$ cat src/rtl/dbus_pkg.sv
// Shared constants and response-register payload for the data-bus arbiter.
package dbus_pkg;

  // Slave select encoding
  localparam logic SEL_RAM  = 1'b0;
  localparam logic SEL_GPIO = 1'b1;

  // Master id encoding
  localparam logic MST_CORE = 1'b0;
  localparam logic MST_DBG  = 1'b1;

  // First GPIO byte address; everything below maps to RAM
  localparam int unsigned ADDR_END1_DEF = 4096;

  // Outstanding-read tracking across the one-cycle slave latency
  typedef struct packed {
    logic pend;
    logic mst;
    logic sel;
  } rsp_t;

endpackage

$ cat src/rtl/dbus_prio_arb.sv
// Fixed-priority two-way grant with a starvation counter that bounds how long m1 waits.
module dbus_prio_arb #(
  parameter int unsigned STARVE_MAX = 4
) (
  input  logic clk,
  input  logic rst_n,
  input  logic m0_req,
  input  logic m1_req,
  output logic m0_gnt,
  output logic m1_gnt
);

  localparam int unsigned CW = $clog2(STARVE_MAX + 1);

  logic [CW-1:0] starve_cnt;
  logic [CW-1:0] starve_cnt_d;
  logic          m1_win;

  // Grant decision; m1 overrides m0 once it has been denied STARVE_MAX cycles in a row
  always_comb begin
    m1_win = m1_req & (~m0_req | (starve_cnt == CW'(STARVE_MAX)));
    m1_gnt = rst_n & m1_win;
    m0_gnt = rst_n & m0_req & ~m1_win;
  end

  // Starvation counter next value: clear on m1 idle or win, else saturating count
  always_comb begin
    starve_cnt_d = starve_cnt;
    if (!m1_req || m1_win) begin
      starve_cnt_d = '0;
    end else if (starve_cnt != CW'(STARVE_MAX)) begin
      starve_cnt_d = starve_cnt + CW'(1);
    end
  end

  // Starvation counter register
  always_ff @(posedge clk or negedge rst_n) begin
    if (!rst_n) begin
      starve_cnt <= '0;
    end else begin
      starve_cnt <= starve_cnt_d;
    end
  end

endmodule

$ cat src/rtl/dbus_arbiter.sv
// Two-master data-bus arbiter: grant, address decode to RAM/GPIO and read-data return routing.
module dbus_arbiter
  import dbus_pkg::*;
#(
  parameter int unsigned AW         = 32,
  parameter int unsigned DW         = 32,
  parameter int unsigned ADDR_END1  = ADDR_END1_DEF,
  parameter int unsigned STARVE_MAX = 4
) (
  input  logic          clk,
  input  logic          rst_n,
  input  logic          m0_req_i,
  input  logic          m1_req_i,
  input  logic          m0_we_i,
  input  logic          m1_we_i,
  input  logic [AW-1:0] m0_addr_i,
  input  logic [AW-1:0] m1_addr_i,
  input  logic [DW-1:0] m0_wdata_i,
  input  logic [DW-1:0] m1_wdata_i,
  output logic          m0_gnt_o,
  output logic          m1_gnt_o,
  output logic          m0_rvalid_o,
  output logic          m1_rvalid_o,
  output logic [DW-1:0] m0_rdata_o,
  output logic [DW-1:0] m1_rdata_o,
  output logic          ram_req_o,
  output logic          gpio_req_o,
  output logic          ram_we_o,
  output logic          gpio_we_o,
  output logic [AW-1:0] ram_addr_o,
  output logic [AW-1:0] gpio_addr_o,
  output logic [DW-1:0] ram_wdata_o,
  output logic [DW-1:0] gpio_wdata_o,
  input  logic [DW-1:0] ram_rdata_i,
  input  logic [DW-1:0] gpio_rdata_i
);

  logic          xfer;
  logic          sel;
  logic          we_w;
  logic [AW-1:0] addr_w;
  logic [DW-1:0] wdata_w;
  logic [DW-1:0] rd_data;
  rsp_t          rsp_q;
  rsp_t          rsp_d;

  dbus_prio_arb #(
    .STARVE_MAX (STARVE_MAX)
  ) u_prio_arb (
    .clk    (clk),
    .rst_n  (rst_n),
    .m0_req (m0_req_i),
    .m1_req (m1_req_i),
    .m0_gnt (m0_gnt_o),
    .m1_gnt (m1_gnt_o)
  );

  // Winner mux and slave decode; grants are already gated by reset
  always_comb begin
    xfer    = m0_gnt_o | m1_gnt_o;
    we_w    = m1_gnt_o ? m1_we_i    : m0_we_i;
    addr_w  = m1_gnt_o ? m1_addr_i  : m0_addr_i;
    wdata_w = m1_gnt_o ? m1_wdata_i : m0_wdata_i;
    sel     = (addr_w >= AW'(ADDR_END1)) ? SEL_GPIO : SEL_RAM;
  end

  // Slave-side strobes and forwarded payload
  always_comb begin
    ram_req_o    = xfer & (sel == SEL_RAM);
    gpio_req_o   = xfer & (sel == SEL_GPIO);
    ram_we_o     = ram_req_o & we_w;
    gpio_we_o    = gpio_req_o & we_w;
    ram_addr_o   = addr_w;
    gpio_addr_o  = addr_w;
    ram_wdata_o  = wdata_w;
    gpio_wdata_o = wdata_w;
  end

  // Next response entry: only an accepted read leaves something outstanding
  always_comb begin
    rsp_d      = '0;
    rsp_d.pend = xfer & ~we_w;
    rsp_d.mst  = m1_gnt_o ? MST_DBG : MST_CORE;
    rsp_d.sel  = sel;
  end

  // Response register; async clear drops any in-flight read immediately
  always_ff @(posedge clk or negedge rst_n) begin
    if (!rst_n) begin
      rsp_q <= '0;
    end else begin
      rsp_q <= rsp_d;
    end
  end

  // Route returning read data only to the master that issued the read
  always_comb begin
    rd_data     = (rsp_q.sel == SEL_GPIO) ? gpio_rdata_i : ram_rdata_i;
    m0_rvalid_o = rsp_q.pend & (rsp_q.mst == MST_CORE);
    m1_rvalid_o = rsp_q.pend & (rsp_q.mst == MST_DBG);
    m0_rdata_o  = m0_rvalid_o ? rd_data : '0;
    m1_rdata_o  = m1_rvalid_o ? rd_data : '0;
  end

endmodule

$ cat config.mk
export PLATFORM = sky130hd
export DESIGN_NAME = dbus_arbiter
export DESIGN_NICKNAME = d
export VERILOG_FILES = /design/src/rtl/dbus_pkg.sv /design/src/rtl/dbus_prio_arb.sv /design/src/rtl/dbus_arbiter.sv
export SDC_FILE = /design/constraint.sdc
export NUM_CORES = 1
export LEC_CHECK = 0
export BUFFER_PORTS_ARGS = -buffer_cell sky130_fd_sc_hd__buf_4
export CAP_MARGIN = 20
export CORE_AREA = 2 2 153 155
export DETAILED_ROUTE_END_ITERATION = 8
export DIE_AREA = 0 0 155 157
export SLEW_MARGIN = 0
export SYNTH_ARGS = -nofsm -noshare
export SYNTH_HDL_FRONTEND = slang
export SYNTH_SLANG_ARGS = --single-unit
$ cat constraint.sdc
create_clock -name clk -period 6.96 [get_ports clk]
set_clock_uncertainty 0.05 [all_clocks]
set_input_delay 2.088 -clock clk [delete_from_list [all_inputs] [get_ports clk]]
set_output_delay 2.088 -clock clk [all_outputs]
set_load 0.05 [all_outputs]
==> flow_summary.ini <==
[placed_design]
pre_cts_slack_ns = 0.980
gp_congestion = 0.783
dp_cells = 1031
hpwl_mm = 13.8
port-buffer-count = 397

[clock_tree]
clock_latency_ns = 0.23
root_buffer = clkbuf_16
cts_setup_buffers = 0
clockBufferDepth = 2
cts.clk_slew.worst_paths_ns = 0.04
cts_made_buffers = 3
clock-sinks = 6
cts.htree.levels = 1
cts_tree = built
cts_hold_buf = 0
ctsResizeCount = 0

[sta]
whs_ns = 0.412
rsz0062_at_grt = false
setup_viol = 0
timing.final.ws_setup_ns = 1.13
report.final.slew_viol_count = 0
max_slew_margin = 0.351
period_needed_ns = 5.83
tns_ns = 0
worstMarginPinSlew_ns = 0.974
hold_viol = 0
fin_crit_sh = 0.838
timing.fmax_ghz = 0.171

[pwr]
p_seq_frac = 0.056
leakagePower_nw = 3.23
switching_power_uw = 373
p_sw_frac = 0.563
p_comb_frac = 0.800
vdd_drop_max_mv = 0.0753
pwr_density_cell_mw_per_mm2 = 126
internal_power_uw = 289
p_clk_frac = 0.144

[min_path]
min-delay-start = u_prio_arb.starve_cnt[0]
hp-class = reg2reg

[critical_path]
cp.required_ns = 4.82
startpoint_type = input port
path_max_fanout = 41
crit_type = in2out
crit_path_end_kind = primary output
worstReg2RegStart = u_prio_arb.starve_cnt[0]
crit_arrival_ns = 3.70
crit_start = m0_req_i

[die]
die_h_um = 157
core-area_mm2 = 0.0225
fp-row-count = 55
die_w_um = 155
initial_core_util = 0.106
dieArea_mm2 = 0.0243
ios = 398

[run_status]
status = complete, no violations

[routing]
drt-initial-drc-count = 245
num_vias = 4001
wirelength_mm = 15.7
drtPass1Iterations = 4
ant_nets = 0
vias_per_cell = 3.86
drc = 0
routedWlPerCell_um = 15.1

[yosys]
synth.top_cells.by_area = nand2_1, buf_4, mux2i_1
async_reset_ff_frac = 1.00
synth.avg_cell_area_um2 = 5.48
ys_warn_count = 0
yosysTopAreaCell = nand2_1
synth_seq_cells = 6
yosysMostFrequentCell = nand2_1
synth_common_cells = nand2_1, buf_4, nor2_1
synth_edf_count = 0
mappedNetlistArea_mm2 = 0.00238
synth_ff_type = dfrtp_1
synth-seq-area-share = 0.0630
post-synth-top-area-fraction = 0.312
synth_nets = 635
syn_inst = 435
synthDistinctLibCells = 29

[global_route]
grt_start_max_net_pins = 69
grt_pass1_vias = 3649
grt-ovfl-total = 0
grtUsageTotal = 0.113
antenna_found_initial = 0
grt_pass1_wl_mm = 21.1

[final_layout]
final_cells = 1036
drive_above_1_share = 0.555
n_antenna_cell = 0
nets = 952
area_growth_pct = 121
fin_util = 0.234

[job]
maxCapViolations = 0
==> per-stage QoR <==
step	total power, mW	area [µm²]
floorplan	0.383	2380
global placement	0.568	5150
detailed placement	0.569	5150
CTS	0.667	5230
global route	0.690	5260
finish	0.662	5260
==> final timing paths <==
check                      cells after the start  slack (ns)                        to
max                                            7        1.13            ram_addr_o[19]
min                                            1        0.41  u_prio_arb.starve_cnt[0]
max reg2reg                                    8        4.97                  rsp_q[0]
min reg2reg                                    1        0.41  u_prio_arb.starve_cnt[0]
max in group asynchronous                      1        5.10                  rsp_q[0]
min in group asynchronous                      1        1.62                  rsp_q[1]
==> cells by family after synthesis <==
logic type               Yosys count  synth area share
AND/OR/NAND/NOR                  292             0.506
buffers and inverters             95             0.262
multiplexers                      33             0.139
AO/OA/AOI/OAI                      7            0.0199
flip-flops                         6            0.0630
adder cells (fa/ha/maj)            2            0.0105
==> state kept, by name (all words and copies together), names as in the netlist <==
signal                 cells
rsp_q                      3
u_prio_arb.starve_cnt      3
==> cells in the final DEF (no fill, tap or decap) <==
cell       instances
a31oi_1            1
nand3_2            2
or4_4              4
mux2i_1           33
nand3_1            2
inv_2              1
nor2_4             2
inv_1              5
dfrtp_2            1
a21bo_2            1
clkbuf_16          3
and2_1             2
nand4_1            1
a22o_1             1
clkbuf_1           1
nor4_1             6
ha_1               2
nand2_1          198
o21ai_0            1
dfrtp_1            5
and3b_1            1
buf_4            399
a211oi_1           1
a21oi_1            2
nand2b_1           1
and3_2             1
buf_16             1
buf_12             1
nand2_4            1
nor2_1            68
nor3b_1            1
and3_1             2
==> power by group through the flow <==
stage / registers (mW) / logic [mW] / clock network [mW]
2_1_floorplan: 0.0372 / 0.346 / 0
3_3_place_gp: 0.0373 / 0.531 / 0
3_5_place_dp: 0.0374 / 0.532 / 0
4_1_cts: 0.0369 / 0.533 / 0.0974
5_1_grt: 0.0370 / 0.553 / 0.0997
6_report: 0.0369 / 0.530 / 0.0956
==> final cells by class <==
class / instances / area, µm²
well taps: 285 / 357
fillers: 2561 / 17200
multi-input cells: 334 / 1610
clock buffers: 4 / 78.8
inverters: 6 / 22.5
flip-flops and latches: 6 / 151
repair buffers: 401 / 3040
==> per-layer routing <==
metal | share of wire | routed length [µm] | global-route usage | up-vias
met5 | 0 | 0 | 0 | -
met4 | 0.0075 | 117 | 0.0185 | 0
met3 | 0.10 | 1590 | 0.0289 | 8
met2 | 0.52 | 8230 | 0.218 | 267
met1 | 0.37 | 5760 | 0.125 | 1797
li1 | - | - | - | 1929
==> worst max-delay path, cell delays in order <==
cell and delay, ns:
buf_4 0.10, a21bo_2 0.24, nand2_4 0.36, buf_4 0.39
nand2_1 0.09, nand2_1 0.15, buf_4 0.24
Note: power is estimated with default switching activity, not from simulation.
